**src/rtl/gas_detector_pkg.sv**
```systemverilog
// -----------------------------------------------------------------------------
// gas_detector_pkg
// Shared definitions for the gas detector array:
//   - ch_state_t   : per-channel serial receive FSM state
//   - LVL_*        : 3-bit thermometer-style level codes driven on dout
//   - HC_W         : width of the per-channel high-frame counter (PERSIST <= 15)
//   - frame_len()  : total serial frame length (start + data + stop)
//   - bit_cnt_w()  : width of the data-bit counter for a given sample width
// -----------------------------------------------------------------------------
package gas_detector_pkg;

    typedef enum logic [1:0] {
        ST_IDLE = 2'd0,
        ST_DATA = 2'd1,
        ST_STOP = 2'd2
    } ch_state_t;

    localparam logic [2:0] LVL_SAFE = 3'b000;
    localparam logic [2:0] LVL_LOW  = 3'b001;
    localparam logic [2:0] LVL_MED  = 3'b011;
    localparam logic [2:0] LVL_HIGH = 3'b111;

    localparam int HC_W = 4;

    // One start bit, data_w sample bits, one stop bit.
    function automatic int frame_len(input int data_w);
        return data_w + 2;
    endfunction

    function automatic int bit_cnt_w(input int data_w);
        return (data_w > 1) ? $clog2(data_w) : 1;
    endfunction

endpackage

```
**src/rtl/gas_channel.sv**
```systemverilog
// -----------------------------------------------------------------------------
// gas_channel
// One serial sensor channel: receives a frame (start=1, DATA_W bits MSB first,
// stop=0), classifies the sample against three thresholds and tracks a
// persistence counter that drives the channel alarm.
//
// Optional feature: GAS_DET_ALARM_LATCH_EN -- when defined the alarm latches
// until i_clr is seen at a clock edge; otherwise i_clr is ignored and the alarm
// follows the hysteresis rule (cleared by a frame below TH_MED).
//
// Ports:
//   i_clk         rising-edge clock
//   i_arst_n      asynchronous active-low reset
//   i_din         serial sensor line, one bit per clock
//   i_clr         alarm clear (latched build only)
//   o_level       level code of the last accepted frame
//   o_frame_valid one-cycle pulse per accepted frame
//   o_frame_err   one-cycle pulse per bad stop bit
//   o_alarm       registered alarm
//   o_alarm_nxt   next-state of the alarm, used by the top for any_alarm
//   o_state       debug view of the receive FSM state
// -----------------------------------------------------------------------------
module gas_channel
    import gas_detector_pkg::*;
#(
    parameter int DATA_W  = 8,
    parameter int TH_LOW  = 64,
    parameter int TH_MED  = 128,
    parameter int TH_HIGH = 192,
    parameter int PERSIST = 3
) (
    input  logic       i_clk,
    input  logic       i_arst_n,
    input  logic       i_din,
    input  logic       i_clr,
    output logic [2:0] o_level,
    output logic       o_frame_valid,
    output logic       o_frame_err,
    output logic       o_alarm,
    output logic       o_alarm_nxt,
    output logic [1:0] o_state
);

    localparam int                CNT_W     = bit_cnt_w(DATA_W);
    localparam logic [CNT_W-1:0]  LAST_BIT  = CNT_W'(DATA_W - 1);
    localparam logic [HC_W-1:0]   HC_MAX    = HC_W'(PERSIST);
    localparam logic [DATA_W-1:0] TH_LOW_V  = DATA_W'(TH_LOW);
    localparam logic [DATA_W-1:0] TH_MED_V  = DATA_W'(TH_MED);
    localparam logic [DATA_W-1:0] TH_HIGH_V = DATA_W'(TH_HIGH);

    ch_state_t         r_state;
    logic [CNT_W-1:0]  r_cnt;
    logic [DATA_W-1:0] r_shift;
    logic [HC_W-1:0]   r_hc;
    logic [2:0]        r_level;
    logic              r_frame_valid;
    logic              r_frame_err;
    logic              r_alarm;

    logic              w_accept;
    logic              w_reject;
    logic              w_is_high;
    logic              w_ge_med;
    logic              w_ge_low;
    logic [2:0]        w_level;
    logic [HC_W-1:0]   w_hc_frame;
    logic              w_raise;
    logic              w_alarm_nxt;
    logic [HC_W-1:0]   w_hc_nxt;

    // While in ST_STOP, r_shift holds the complete sample.
    always_comb begin
        w_accept  = (r_state == ST_STOP) && !i_din;
        w_reject  = (r_state == ST_STOP) &&  i_din;
        w_is_high = (r_shift >= TH_HIGH_V);
        w_ge_med  = (r_shift >= TH_MED_V);
        w_ge_low  = (r_shift >= TH_LOW_V);

        if (w_is_high)     w_level = LVL_HIGH;
        else if (w_ge_med) w_level = LVL_MED;
        else if (w_ge_low) w_level = LVL_LOW;
        else               w_level = LVL_SAFE;

        // High-count after an accepted frame: saturating increment or clear.
        if (!w_is_high)          w_hc_frame = '0;
        else if (r_hc >= HC_MAX) w_hc_frame = HC_MAX;
        else                     w_hc_frame = r_hc + 1'b1;

        w_raise = w_accept && w_is_high && (w_hc_frame == HC_MAX);

`ifdef GAS_DET_ALARM_LATCH_EN
        // A raising frame wins over a simultaneous clear.
        w_alarm_nxt = w_raise || (r_alarm && !i_clr);
        if (w_raise)       w_hc_nxt = w_hc_frame;
        else if (i_clr)    w_hc_nxt = '0;
        else if (w_accept) w_hc_nxt = w_hc_frame;
        else               w_hc_nxt = r_hc;
`else
        // MED frames hold the alarm; only a frame below TH_MED drops it.
        if (w_raise)                    w_alarm_nxt = 1'b1;
        else if (w_accept && !w_ge_med) w_alarm_nxt = 1'b0;
        else                            w_alarm_nxt = r_alarm;
        w_hc_nxt = w_accept ? w_hc_frame : r_hc;
`endif
    end

`ifndef GAS_DET_ALARM_LATCH_EN
    logic w_unused_clr;
    assign w_unused_clr = i_clr;
`endif

    always_ff @(posedge i_clk or negedge i_arst_n) begin
        if (!i_arst_n) begin
            r_state       <= ST_IDLE;
            r_cnt         <= '0;
            r_shift       <= '0;
            r_hc          <= '0;
            r_level       <= LVL_SAFE;
            r_frame_valid <= 1'b0;
            r_frame_err   <= 1'b0;
            r_alarm       <= 1'b0;
        end else begin
            r_frame_valid <= w_accept;
            r_frame_err   <= w_reject;
            r_alarm       <= w_alarm_nxt;
            r_hc          <= w_hc_nxt;
            if (w_accept) begin
                r_level <= w_level;
            end
            case (r_state)
                ST_IDLE: begin
                    if (i_din) begin
                        r_state <= ST_DATA;
                        r_cnt   <= '0;
                    end
                end
                ST_DATA: begin
                    r_shift <= {r_shift[DATA_W-2:0], i_din};
                    if (r_cnt == LAST_BIT) begin
                        r_cnt   <= '0;
                        r_state <= ST_STOP;
                    end else begin
                        r_cnt <= r_cnt + 1'b1;
                    end
                end
                ST_STOP: begin
                    r_state <= ST_IDLE;
                end
                default: begin
                    r_state <= ST_IDLE;
                end
            endcase
        end
    end

    assign o_level       = r_level;
    assign o_frame_valid = r_frame_valid;
    assign o_frame_err   = r_frame_err;
    assign o_alarm       = r_alarm;
    assign o_alarm_nxt   = w_alarm_nxt;
    assign o_state       = r_state;

endmodule

```
**src/rtl/gas_detector_array.sv**
```systemverilog
// -----------------------------------------------------------------------------
// gas_detector_array
// NCH independent serial gas-sensor channels. Each channel decodes frames,
// reports a level code, and raises an alarm after PERSIST consecutive HIGH
// frames. any_alarm is registered from the channels' next-state alarms so it
// changes on the same edge as the alarm bits.
//
// Optional feature: GAS_DET_ALARM_LATCH_EN (latching alarms, cleared by
// clr_alarm[c]); without it clr_alarm is ignored.
//
// Ports:
//   clk          rising-edge clock
//   arst         asynchronous active-low reset
//   din          one serial line per channel
//   clr_alarm    per-channel alarm clear
//   dout         level codes, channel c at [3c+2:3c]
//   frame_valid  per-channel accepted-frame pulse
//   frame_err    per-channel framing-error pulse
//   alarm        per-channel alarm
//   any_alarm    OR of all alarms
//   dbg_state    per-channel FSM state, channel c at [2c+1:2c]
// -----------------------------------------------------------------------------
module gas_detector_array
    import gas_detector_pkg::*;
#(
    parameter int NCH     = 4,
    parameter int DATA_W  = 8,
    parameter int TH_LOW  = 64,
    parameter int TH_MED  = 128,
    parameter int TH_HIGH = 192,
    parameter int PERSIST = 3
) (
    input  logic               clk,
    input  logic               arst,
    input  logic [NCH-1:0]     din,
    input  logic [NCH-1:0]     clr_alarm,
    output logic [3*NCH-1:0]   dout,
    output logic [NCH-1:0]     frame_valid,
    output logic [NCH-1:0]     frame_err,
    output logic [NCH-1:0]     alarm,
    output logic               any_alarm,
    output logic [2*NCH-1:0]   dbg_state
);

    logic [NCH-1:0] w_alarm_nxt;
    logic           r_any_alarm;

    for (genvar c = 0; c < NCH; c++) begin : g_ch
        gas_channel #(
            .DATA_W  (DATA_W),
            .TH_LOW  (TH_LOW),
            .TH_MED  (TH_MED),
            .TH_HIGH (TH_HIGH),
            .PERSIST (PERSIST)
        ) u_ch (
            .i_clk         (clk),
            .i_arst_n      (arst),
            .i_din         (din[c]),
            .i_clr         (clr_alarm[c]),
            .o_level       (dout[3*c +: 3]),
            .o_frame_valid (frame_valid[c]),
            .o_frame_err   (frame_err[c]),
            .o_alarm       (alarm[c]),
            .o_alarm_nxt   (w_alarm_nxt[c]),
            .o_state       (dbg_state[2*c +: 2])
        );
    end

    always_ff @(posedge clk or negedge arst) begin
        if (!arst) begin
            r_any_alarm <= 1'b0;
        end else begin
            r_any_alarm <= |w_alarm_nxt;
        end
    end

    assign any_alarm = r_any_alarm;

endmodule

```
**config.mk**
```make
export PLATFORM = sky130hd
export DESIGN_NAME = gas_detector_array
export DESIGN_NICKNAME = d
export VERILOG_FILES = /design/src/rtl/gas_detector_pkg.sv /design/src/rtl/gas_channel.sv /design/src/rtl/gas_detector_array.sv
export SDC_FILE = /design/constraint.sdc
export NUM_CORES = 1
export LEC_CHECK = 0
export CELL_PAD_IN_SITES_DETAIL_PLACEMENT = 0
export CELL_PAD_IN_SITES_GLOBAL_PLACEMENT = 1
export CORE_MARGIN = 2
export CORE_UTILIZATION = 30
export CTS_BUF_LIST = sky130_fd_sc_hd__clkbuf_8
export CTS_CLUSTER_SIZE = 30
export DETAILED_ROUTE_END_ITERATION = 10
export PLACE_DENSITY = 0.6
export SLEW_MARGIN = 20
export SYNTH_ARGS = -nofsm -noshare
export SYNTH_HDL_FRONTEND = slang
export SYNTH_SLANG_ARGS = --single-unit
```
**constraint.sdc**
```tcl
create_clock -name clk -period 1.8 [get_ports clk]
set_input_delay 0.36 -clock clk [delete_from_list [all_inputs] [get_ports clk]]
set_output_delay 0.36 -clock clk [all_outputs]
set_load 0.005 [all_outputs]
```
# After elaboration in Yosys (flattened, before gate mapping)

Index checks and enable logic that the tools add are counted.

Register bits: 93
Latch bits: 0
Memory bits (writable): 0
Memory bits (read-only): 0
Output and inout port bits: 33
Memories: 0

Add/subtract/negate cells: 8
Multiply operators: 0
Div/mod/pow operators: 0
Order comparisons: 16
Eq/ne operators: 24
Shift-type cells: 0
Multiplexer cells: 52
Bitwise operators: 0
Reduce and logical (&&, ||, !) cells: 45

Operator list:

| operator            | number |
|---|---|
| $ge 8x8->1 const B  | 8 |
| $mux 3              | 16 |
| $ge 8x7->1 const B  | 4 |
| $mux 4              | 8 |
| $pmux 3 s2          | 4 |
| $logic_and 1x1->1   | 20 |
| $add 4x1->4 const B | 4 |
| $eq 4x2->1 const B  | 4 |
| $ge 4x2->1 const B  | 4 |
| $mux 2              | 8 |
| $pmux 2 s2          | 4 |
| $reduce_and 2->1    | 8 |
| $add 3x1->3 const B | 4 |
| $eq 3x3->1 const B  | 4 |
| $mux 1              | 12 |
| $eq 2x1->1 const B  | 4 |
| $eq 2x2->1 const B  | 4 |
| $logic_not 1->1     | 8 |
| $logic_not 2->1     | 4 |
| $ne 2x1->1 const B  | 4 |
| $ne 2x2->1 const B  | 4 |
| $reduce_bool 2->1   | 4 |
| $reduce_or 4->1     | 1 |

# Longest topological paths before layout

Gate-level depths: netlist of the first run.

Depth after elaboration: 7
Mapped depth: 5
Mapped depth without buffers: 5

# Cells and area by module

Synthesis of the first run repeated with hierarchy kept, for this count alone.

Cell total of the unflattened synthesis: 358
Area, all modules: 3851.2 um^2

By module, submodules not included:

| module             | instances | cells each | area an instance (um^2) | sequential area each (um^2) |
|---|---|---|---|---|
| gas_channel        | 4         | 89         | 954.7                   | 575.6 |
| gas_detector_array | 1         | 2          | 32.5                    | 25.0 |

# Worst setup path after synthesis of the first run

No wires, ideal clock.

Path kind: register -> register
From: register g_ch[1].u_ch.r_hc[0]
To: register r_any_alarm, in the netlist any_alarm
Arrival: 1601 ps
Setup slack: 60 ps
Stages on the path, launching flop included: 6
Buffers on the path: 0
Clock period less this slack: 1740 ps
Cells stage by stage: dfrtp_1 > ha_1 > or3_1 > o32ai_1 > nor2_1 > or4_1

Longest elaborated chain between the ends: 7
Elaborated cells between the ends (all ways): 8
Those cells by class: add/sub: 1; order compare: 1; eq/ne: 1; mux: 3; reduce/logical: 2

RTL lines:

| element                                          | RTL line                             | source |
|---|---|---|
| start: declaration                               | gas_channel.sv:54                    | `logic [HC_W-1:0] r_hc;` |
| start signal: assignment                         | gas_channel.sv:126                   | `r_hc <= w_hc_nxt;` |
| $add 4x1->4 / $ge 4x2->1 (equally long branches) | gas_channel.sv:87, gas_channel.sv:86 |  |
| $mux 4 (*)                                       | gas_channel.sv:86                    | `else if (r_hc >= HC_MAX) w_hc_frame = HC_MAX;` |
| $mux 4 (*)                                       | gas_channel.sv:85                    | `if (!w_is_high) w_hc_frame = '0;` |
| $eq 4x2->1 (*)                                   | gas_channel.sv:89                    | `w_raise = w_accept && w_is_high && (w_hc_frame == HC_MAX);` |
| $logic_and 1x1->1 (*)                            | gas_channel.sv:89                    |  |
| $mux 1 (*)                                       | gas_channel.sv:100                   | `if (w_raise) w_alarm_nxt = 1'b1;` |
| net g_ch[1].u_ch.o_alarm_nxt                     | gas_channel.sv:40                    | `output logic o_alarm_nxt,` |
| $reduce_or 4->1 (*)                              | gas_detector_array.sv:73             | `r_any_alarm <= \|w_alarm_nxt;` |
| end signal: assignment                           | gas_detector_array.sv:73             |  |
| end: declaration                                 | gas_detector_array.sv:46             | `logic r_any_alarm;` |

Mark *: on every way through the listed nets, which the timed path passes. The rest lies on a longest branch.
A chain may end at the register's enable or synchronous reset.

# Final worst setup path of the first run

Same ends and word-level chain as after synthesis.

==> impl_metrics.py, run 1 <==
metrics = {
    "sta": {
        "max_freq_mhz": 579.4,
        "worstMarginPinSlew_ps": 543.3,
        "rsz0062_at_grt": "yes",
        "setup_viol": 0,
        "fin_crit_ps": 1726,
        "hold_viol": 0,
        "fin_crit_sh_pct": 95.88,
        "maxSlewViolCount": 0,
        "finalClockSkew_ps": 7.168,
        "holdWs_ps": 9.229,
        "slew_headroom_pct": 63.78,
    },
    "synth": {
        "ys_async_sr_fraction_pct": 100.0,
        "synth_fp_nets": 373,
        "syn-cell-area_um2": 3794,
        "synth_area_leaders": "dfrtp_1, nand2_1, ha_1",
        "yosys_warnings": 0,
        "synth-seq-cells": 93,
        "synthCells": 351,
        "yosysMostFrequentCell": "nand2_1",
        "ys_seq_area_share_pct": 61.35,
        "netlist_top_cells_count": "nand2_1, dfrtp_1, a21oi_1",
        "ys.flop_type": "dfrtp_1",
        "synth_edf_count": 0,
        "syn_area_per_cell_um2": 10.81,
        "netlist.area_leader.share_pct": 61.35,
        "ys_types": 35,
        "yosysTopAreaCell": "dfrtp_1",
    },
    "routing": {
        "wl_per_cell_um": 11.76,
        "vias": 2530,
        "ant_nets": 0,
        "drt_iter0_drc": 207,
        "viasPerCell": 4.392,
        "dr.pass1.iters": 4,
        "routed_wl_um": 6774,
        "drc": 0,
    },
    "cts": {
        "clk_path_buf_depth": 2,
        "clk_latency_ps": 360,
        "cts.sinks": 93,
        "h-tree-depth": 3,
        "post-cts-setup-buffers": 0,
        "ctsHoldBuffers": 0,
        "cts_buffers": 9,
        "cts_tree": "built",
        "clk_pin_slew_worst_paths_ps": 90,
        "root_buffer": "clkbuf_8",
    },
    "final_layout": {
        "nNetsFinal": 421,
        "antenna_cells": 0,
        "drive_above_1_share_pct": 15.10,
        "final_design_area_no_fill_um2": 4634,
        "area.growth.synth_to_final_pct": 22.16,
    },
    "worst_setup_path": {
        "cp-end-kind": "register",
        "crit_arrival_ps": 1960,
        "worstPathRequired_ps": 2040,
        "cp-start-kind": "register",
        "crit_type": "reg -> reg",
        "critPathMaxFanout": 2,
    },
    "placed_design": {
        "dpl.hpwl_um": 4446,
        "io_buffers": 38,
        "gp_congestion": 0.7602,
        "placed_cell_area_um2": 4415,
    },
    "run_status": {
        "status": "finished clean",
    },
    "floorplanning": {
        "die_w_um": 116.5,
        "row_count": 41,
        "die_h_um": 116.5,
        "ios": 43,
        "coreArea_um2": 12470,
        "die_area_um2": 13560,
        "start_util_pct": 30.43,
    },
    "run": {
        "drv_cap": 0,
    },
    "pwr": {
        "leakage_nw": 2.211,
        "max-vdd-ir-drop_uv": 358.1,
        "power-per-cell-area_nw_per_um2": 1403,
    },
    "grt": {
        "grt_pass1_wl_um": 11760,
        "first_global_vias": 2516,
        "grt_overflow": 0,
        "grt.total_usage_pct": 10.90,
        "grt_max_degree": 94,
        "antenna_found_initial": 0,
    },
    "hold_path": {
        "hold_path.class": "in -> async",
    },
}
[path summary, 6_finish.rpt]
kind	startpoint	slack [ps]	depth (start not counted)	end
setup / recovery	g_ch[1].u_ch.r_hc[0]$_DFFE_PN0P_	70	5	any_alarm$_DFF_PN0_
hold / removal	arst	9	2	g_ch[3].u_ch.o_level[1]$_DFFE_PN0P_
setup reg to reg	g_ch[1].u_ch.r_hc[0]$_DFFE_PN0P_	70	5	any_alarm$_DFF_PN0_
hold reg to reg	g_ch[0].u_ch.r_shift[2]$_DFFE_PN0P_	470	2	g_ch[0].u_ch.r_shift[3]$_DFFE_PN0P_
max in group asynchronous	arst	1350	2	g_ch[1].u_ch.r_hc[1]$_DFFE_PN0P_
min in group clk	g_ch[0].u_ch.r_shift[2]$_DFFE_PN0P_	470	2	g_ch[0].u_ch.r_shift[3]$_DFFE_PN0P_
[repair_timing]
| action | 4_1_cts | 5_1_grt |
|---|---|---|
| gates resized for setup | 2 | 2 |
| pin swaps | 2 | 1 |
| endpoints found under the setup margin | 1 | 1 |
[report_power, final]
| group | internal [mW] | switching, mW |
|---|---|---|
| Clock | 0.647 | 0.768 |
| Combinational | 0.990 | 0.924 |
| Sequential | 2.74 | 0.431 |
| Total | 4.38 | 2.12 |
[layout by cell type (no fill, tap or decap), types with 4 or more instances in the layout]
cell,instances
nand2_1,112
dfrtp_1,93
clkdlybuf4s50_1,37
buf_4,22
a21oi_1,14
o21ai_0,11
ha_1,11
and2_1,10
nor2_1,9
a22o_1,9
clkbuf_8,9
inv_1,8
mux2_2,8
o31ai_1,7
o21bai_1,4
[kinds of logic (layout without fill, tap and decap cells)]
kind of cell    Yosys count  count (layout)  share of synthesized area, %
fa+ha+maj                12              12                         3.958
buf+inv                  31              84                         4.717
compound gates           50              50                         8.872
flops                    93              93                         61.35
simple gates            157             157                         18.73
mux                       8               8                         2.375
[area by class of cell]
type / count / area (um^2)
sequential: 93 / 2327
inverter: 8 / 30.03
clock buffer: 9 / 123.9
multi-input combinational: 227 / 1308
tap: 172 / 215.2
timing repair buffer: 60 / 555.5
clock inverter: 7 / 75.07
fill: 1251 / 7831
[routing by layer]
| layer | track usage (%) | routed length [um] |
|---|---|---|
| met1 | 14.04 | 3212 |
| met2 | 17.98 | 3254 |
| met3 | 2.387 | 209 |
| met4 | 4.286 | 98 |
| met5 | 0 | 0 |
[flip-flops by register name, indices dropped and copies added, names as in the netlist]
signal and count:
g_ch.u_ch.r_shift 32, g_ch.u_ch.r_hc 16, g_ch.u_ch.o_level 12, g_ch.u_ch.r_cnt 12, g_ch.u_ch.o_state 8, g_ch.u_ch.o_alarm 4, g_ch.u_ch.o_frame_err 4, g_ch.u_ch.o_frame_valid 4
any_alarm 1
[stage by stage]
step	total power, mW	setup WS, ps	instances	util [%]	setup TNS (ps)
CTS	6.629	22.93	576	37.12	0
global route	7.038	-38.36	576	37.18	-38.36
floorplan	4.423	60.31	351	-	0
finish	6.504	74.14	576	37.18	0
detailed placement	5.153	-280.3	560	35.42	-398.9
global placement	5.097	-243.1	560	35.42	-333.4
[critical path: stages (launching register included)]
cell	delay (ps)
dfrtp_1	410
ha_2	180
or3_4	340
o32ai_2	210
nor2_1	80
or4_1	390
No activity file was read; power rests on OpenSTA's default activity.
==> inputs of run 2 (changes only) <==
--- a/config.mk
+++ b/config.mk
@@ -5,14 +5,12 @@
 export SDC_FILE = /design/constraint.sdc
 export NUM_CORES = 1
 export LEC_CHECK = 0
-export CELL_PAD_IN_SITES_DETAIL_PLACEMENT = 0
-export CELL_PAD_IN_SITES_GLOBAL_PLACEMENT = 1
 export CORE_MARGIN = 2
 export CORE_UTILIZATION = 30
 export CTS_BUF_LIST = sky130_fd_sc_hd__clkbuf_8
 export CTS_CLUSTER_SIZE = 30
 export DETAILED_ROUTE_END_ITERATION = 10
-export PLACE_DENSITY = 0.6
+export PLACE_DENSITY = 0.5
 export SLEW_MARGIN = 20
 export SYNTH_ARGS = -nofsm -noshare
 export SYNTH_HDL_FRONTEND = slang
==> run 2 against run 1 <==
Critical path depth is the same; total power fell by 2.2%; worst hold slack better by 460 ps; largest power group unchanged; first-iteration DRC count is 55% lower; critical path type unchanged; count of clock-buffer cells in the layout grew 1; die area did not move; sequential power hardly changed.
==> impl_metrics.py, run 2 (synthesis results as in run 1) <==
metrics = {
    "final_layout": {
        "largest_reg_flops": 32,
        "final_design_area_no_fill_um2": 4671,
        "reg_top3": "g_ch.u_ch.r_shift: 32 flops, g_ch.u_ch.r_hc: 16 flops",
        "nNetsFinal": 427,
        "layout_common_cells": "nand2_1, dfrtp_1, clkdlybuf4s50_1",
        "finalNonFillerCells": 582,
        "area.growth.synth_to_final_pct": 23.12,
        "final_util_pct": 37.47,
        "drive_above_1_share_pct": 15.85,
        "final_common_cell": "nand2_1",
        "largest-register": "g_ch.u_ch.r_shift",
        "antenna_cells": 0,
    },
    "pwr": {
        "leakage_nw": 2.237,
        "seqPwrFrac_pct": 50.0,
        "pwr-share-clk_pct": 19.9,
        "total_power_mw": 6.364,
        "p_int_mw": 4.278,
        "max-vdd-ir-drop_uv": 374.6,
        "power-per-cell-area_nw_per_um2": 1363,
        "power_switching_mw": 2.086,
        "combPwrFrac_pct": 30.2,
        "switching_share_pct": 32.78,
    },
    "sta": {
        "max_freq_mhz": 571.1,
        "fin_crit_ps": 1751,
        "tns_ps": 0,
        "hold_viol": 0,
        "worstMarginPinSlew_ps": 421.1,
        "fin_crit_sh_pct": 97.28,
        "setup_viol": 0,
        "maxSlewViolCount": 0,
        "worst_slack_ps": 48.94,
        "slew_headroom_pct": 71.93,
        "rsz0062_at_grt": "yes",
        "finalClockSkew_ps": 9.373,
        "holdWs_ps": 466.7,
    },
    "floorplanning": {
        "die_w_um": 116.5,
        "die_h_um": 116.5,
        "start_util_pct": 30.43,
        "row_count": 41,
        "die_area_um2": 13560,
        "ios": 43,
        "coreArea_um2": 12470,
    },
    "worst_setup_path": {
        "critPathMaxFanout": 2,
        "r2r-start": "g_ch[1].u_ch.r_hc[0]$_DFFE_PN0P_",
        "crit_family": "simple AND/OR/NAND/NOR gates",
        "crit_arrival_ps": 1980,
        "path_cells": "ha_2 > or3_4 > o32ai_2 > nor2_2 > or4_1",
        "r2r_end": "any_alarm$_DFF_PN0_",
        "cpPeakStageDelay_ps": 400,
        "reg2reg_slack_ps": 50,
        "cp_slowest_cell": "dfrtp_1",
        "crit_type": "reg -> reg",
        "crit_start": "g_ch[1].u_ch.r_hc[0]$_DFFE_PN0P_",
        "cp-end-kind": "register",
        "rr_worst_depth": 5,
        "worstPathRequired_ps": 2030,
        "cp-start-kind": "register",
        "critical_path_buf_inv_count": 0,
    },
    "routing": {
        "vias": 2497,
        "drt_iter0_drc": 94,
        "routed_wl_um": 6789,
        "viasPerCell": 4.290,
        "drc": 0,
        "wl_per_cell_um": 11.66,
        "dr.pass1.iters": 4,
        "ant_nets": 0,
    },
    "grt": {
        "grt_overflow": 0,
        "grt_pass1_wl_um": 11640,
        "grt.total_usage_pct": 10.89,
        "first_global_vias": 2487,
        "antenna_found_initial": 0,
        "grt_max_degree": 36,
    },
    "cts": {
        "clk_latency_ps": 360,
        "clk_pin_slew_worst_paths_ps": 90,
        "clk_path_buf_depth": 2,
        "cts.sinks": 93,
        "cts_tree": "built",
        "h-tree-depth": 3,
        "cts_buffers": 9,
        "post-cts-setup-buffers": 0,
        "root_buffer": "clkbuf_8",
    },
    "placed_design": {
        "io_buffers": 38,
        "dpl.cell_count": 565,
        "gp_congestion": 0.7494,
        "dpl.hpwl_um": 4687,
        "place_ws_ps": -232.2,
        "placed_cell_area_um2": 4466,
    },
    "run_status": {
        "status": "finished clean",
    },
    "run": {
        "drv_cap": 0,
    },
    "hold_path": {
        "hold_path.class": "in -> async",
    },
}
run 2: layout make-up:
type,instances,area [um^2]
fill,1259,7795
sequential,93,2327
multi-input combinational,227,1305
timing repair buffer,66,615.6
tap,172,215.2
clock buffer,10,137.6
clock inverter,6,40.04
inverter,8,30.03
run 2: how the worst max path moves through the flow:
| stage | cells past startpoint | endpoint | slack (ps) |
|---|---|---|---|
| 5_1_grt | 5 | any_alarm$_DFF_PN0_ | -20 |
| 6_report | 5 | any_alarm$_DFF_PN0_ | 50 |
| 4_1_cts | 5 | any_alarm$_DFF_PN0_ | 30 |
| 3_3_place_gp | 5 | any_alarm$_DFF_PN0_ | -220 |
| 3_5_place_dp | 5 | any_alarm$_DFF_PN0_ | -230 |
| 2_1_floorplan | 5 | any_alarm$_DFF_PN0_ | 60 |
run 2: power by group through the flow:
| stage | clock (mW) | sequential (mW) | combinational, mW |
|---|---|---|---|
| final | 1.27 | 3.18 | 1.92 |
| after global routing | 1.43 | 3.29 | 2.23 |
| after CTS | 1.35 | 3.19 | 1.98 |
| after detailed placement | 0 | 3.23 | 1.95 |
| after global placement | 0 | 3.20 | 1.90 |
| after floorplan | 0 | 3.16 | 1.27 |
run 2: metal layers:
metal	wire, um	GRT usage [%]	share of wire [%]	vias to the layer above
met1	3348	14.38	49	1199
met2	3095	16.82	46	31
met5	0	0	0	-
met3	224	2.854	3.3	10
met4	121	5.000	1.8	0
li1	-	-	-	1257
run 2: worst reg2reg max path, cell delays in order, from the launching register on:
cell and delay (ps):
dfrtp_1 400, ha_2 170, or3_4 330, o32ai_2 270
nor2_2 80, or4_1 390
run 2: repair_timing:
item	in CTS	in global routing
pin swaps	2	3
hold buffers	1	0
gates resized for setup	2	2
setup endpoints to repair	1	1
hold endpoints to repair	24	0
==> inputs of run 3 (changes only) <==
--- a/config.mk
+++ b/config.mk
@@ -5,6 +5,7 @@
 export SDC_FILE = /design/constraint.sdc
 export NUM_CORES = 1
 export LEC_CHECK = 0
+export CAP_MARGIN = 20
 export CORE_MARGIN = 2
 export CORE_UTILIZATION = 30
 export CTS_BUF_LIST = sky130_fd_sc_hd__clkbuf_8
==> results of run 3 <==
Same layout as run 2: the final DEF is identical, and so are final timing and power.
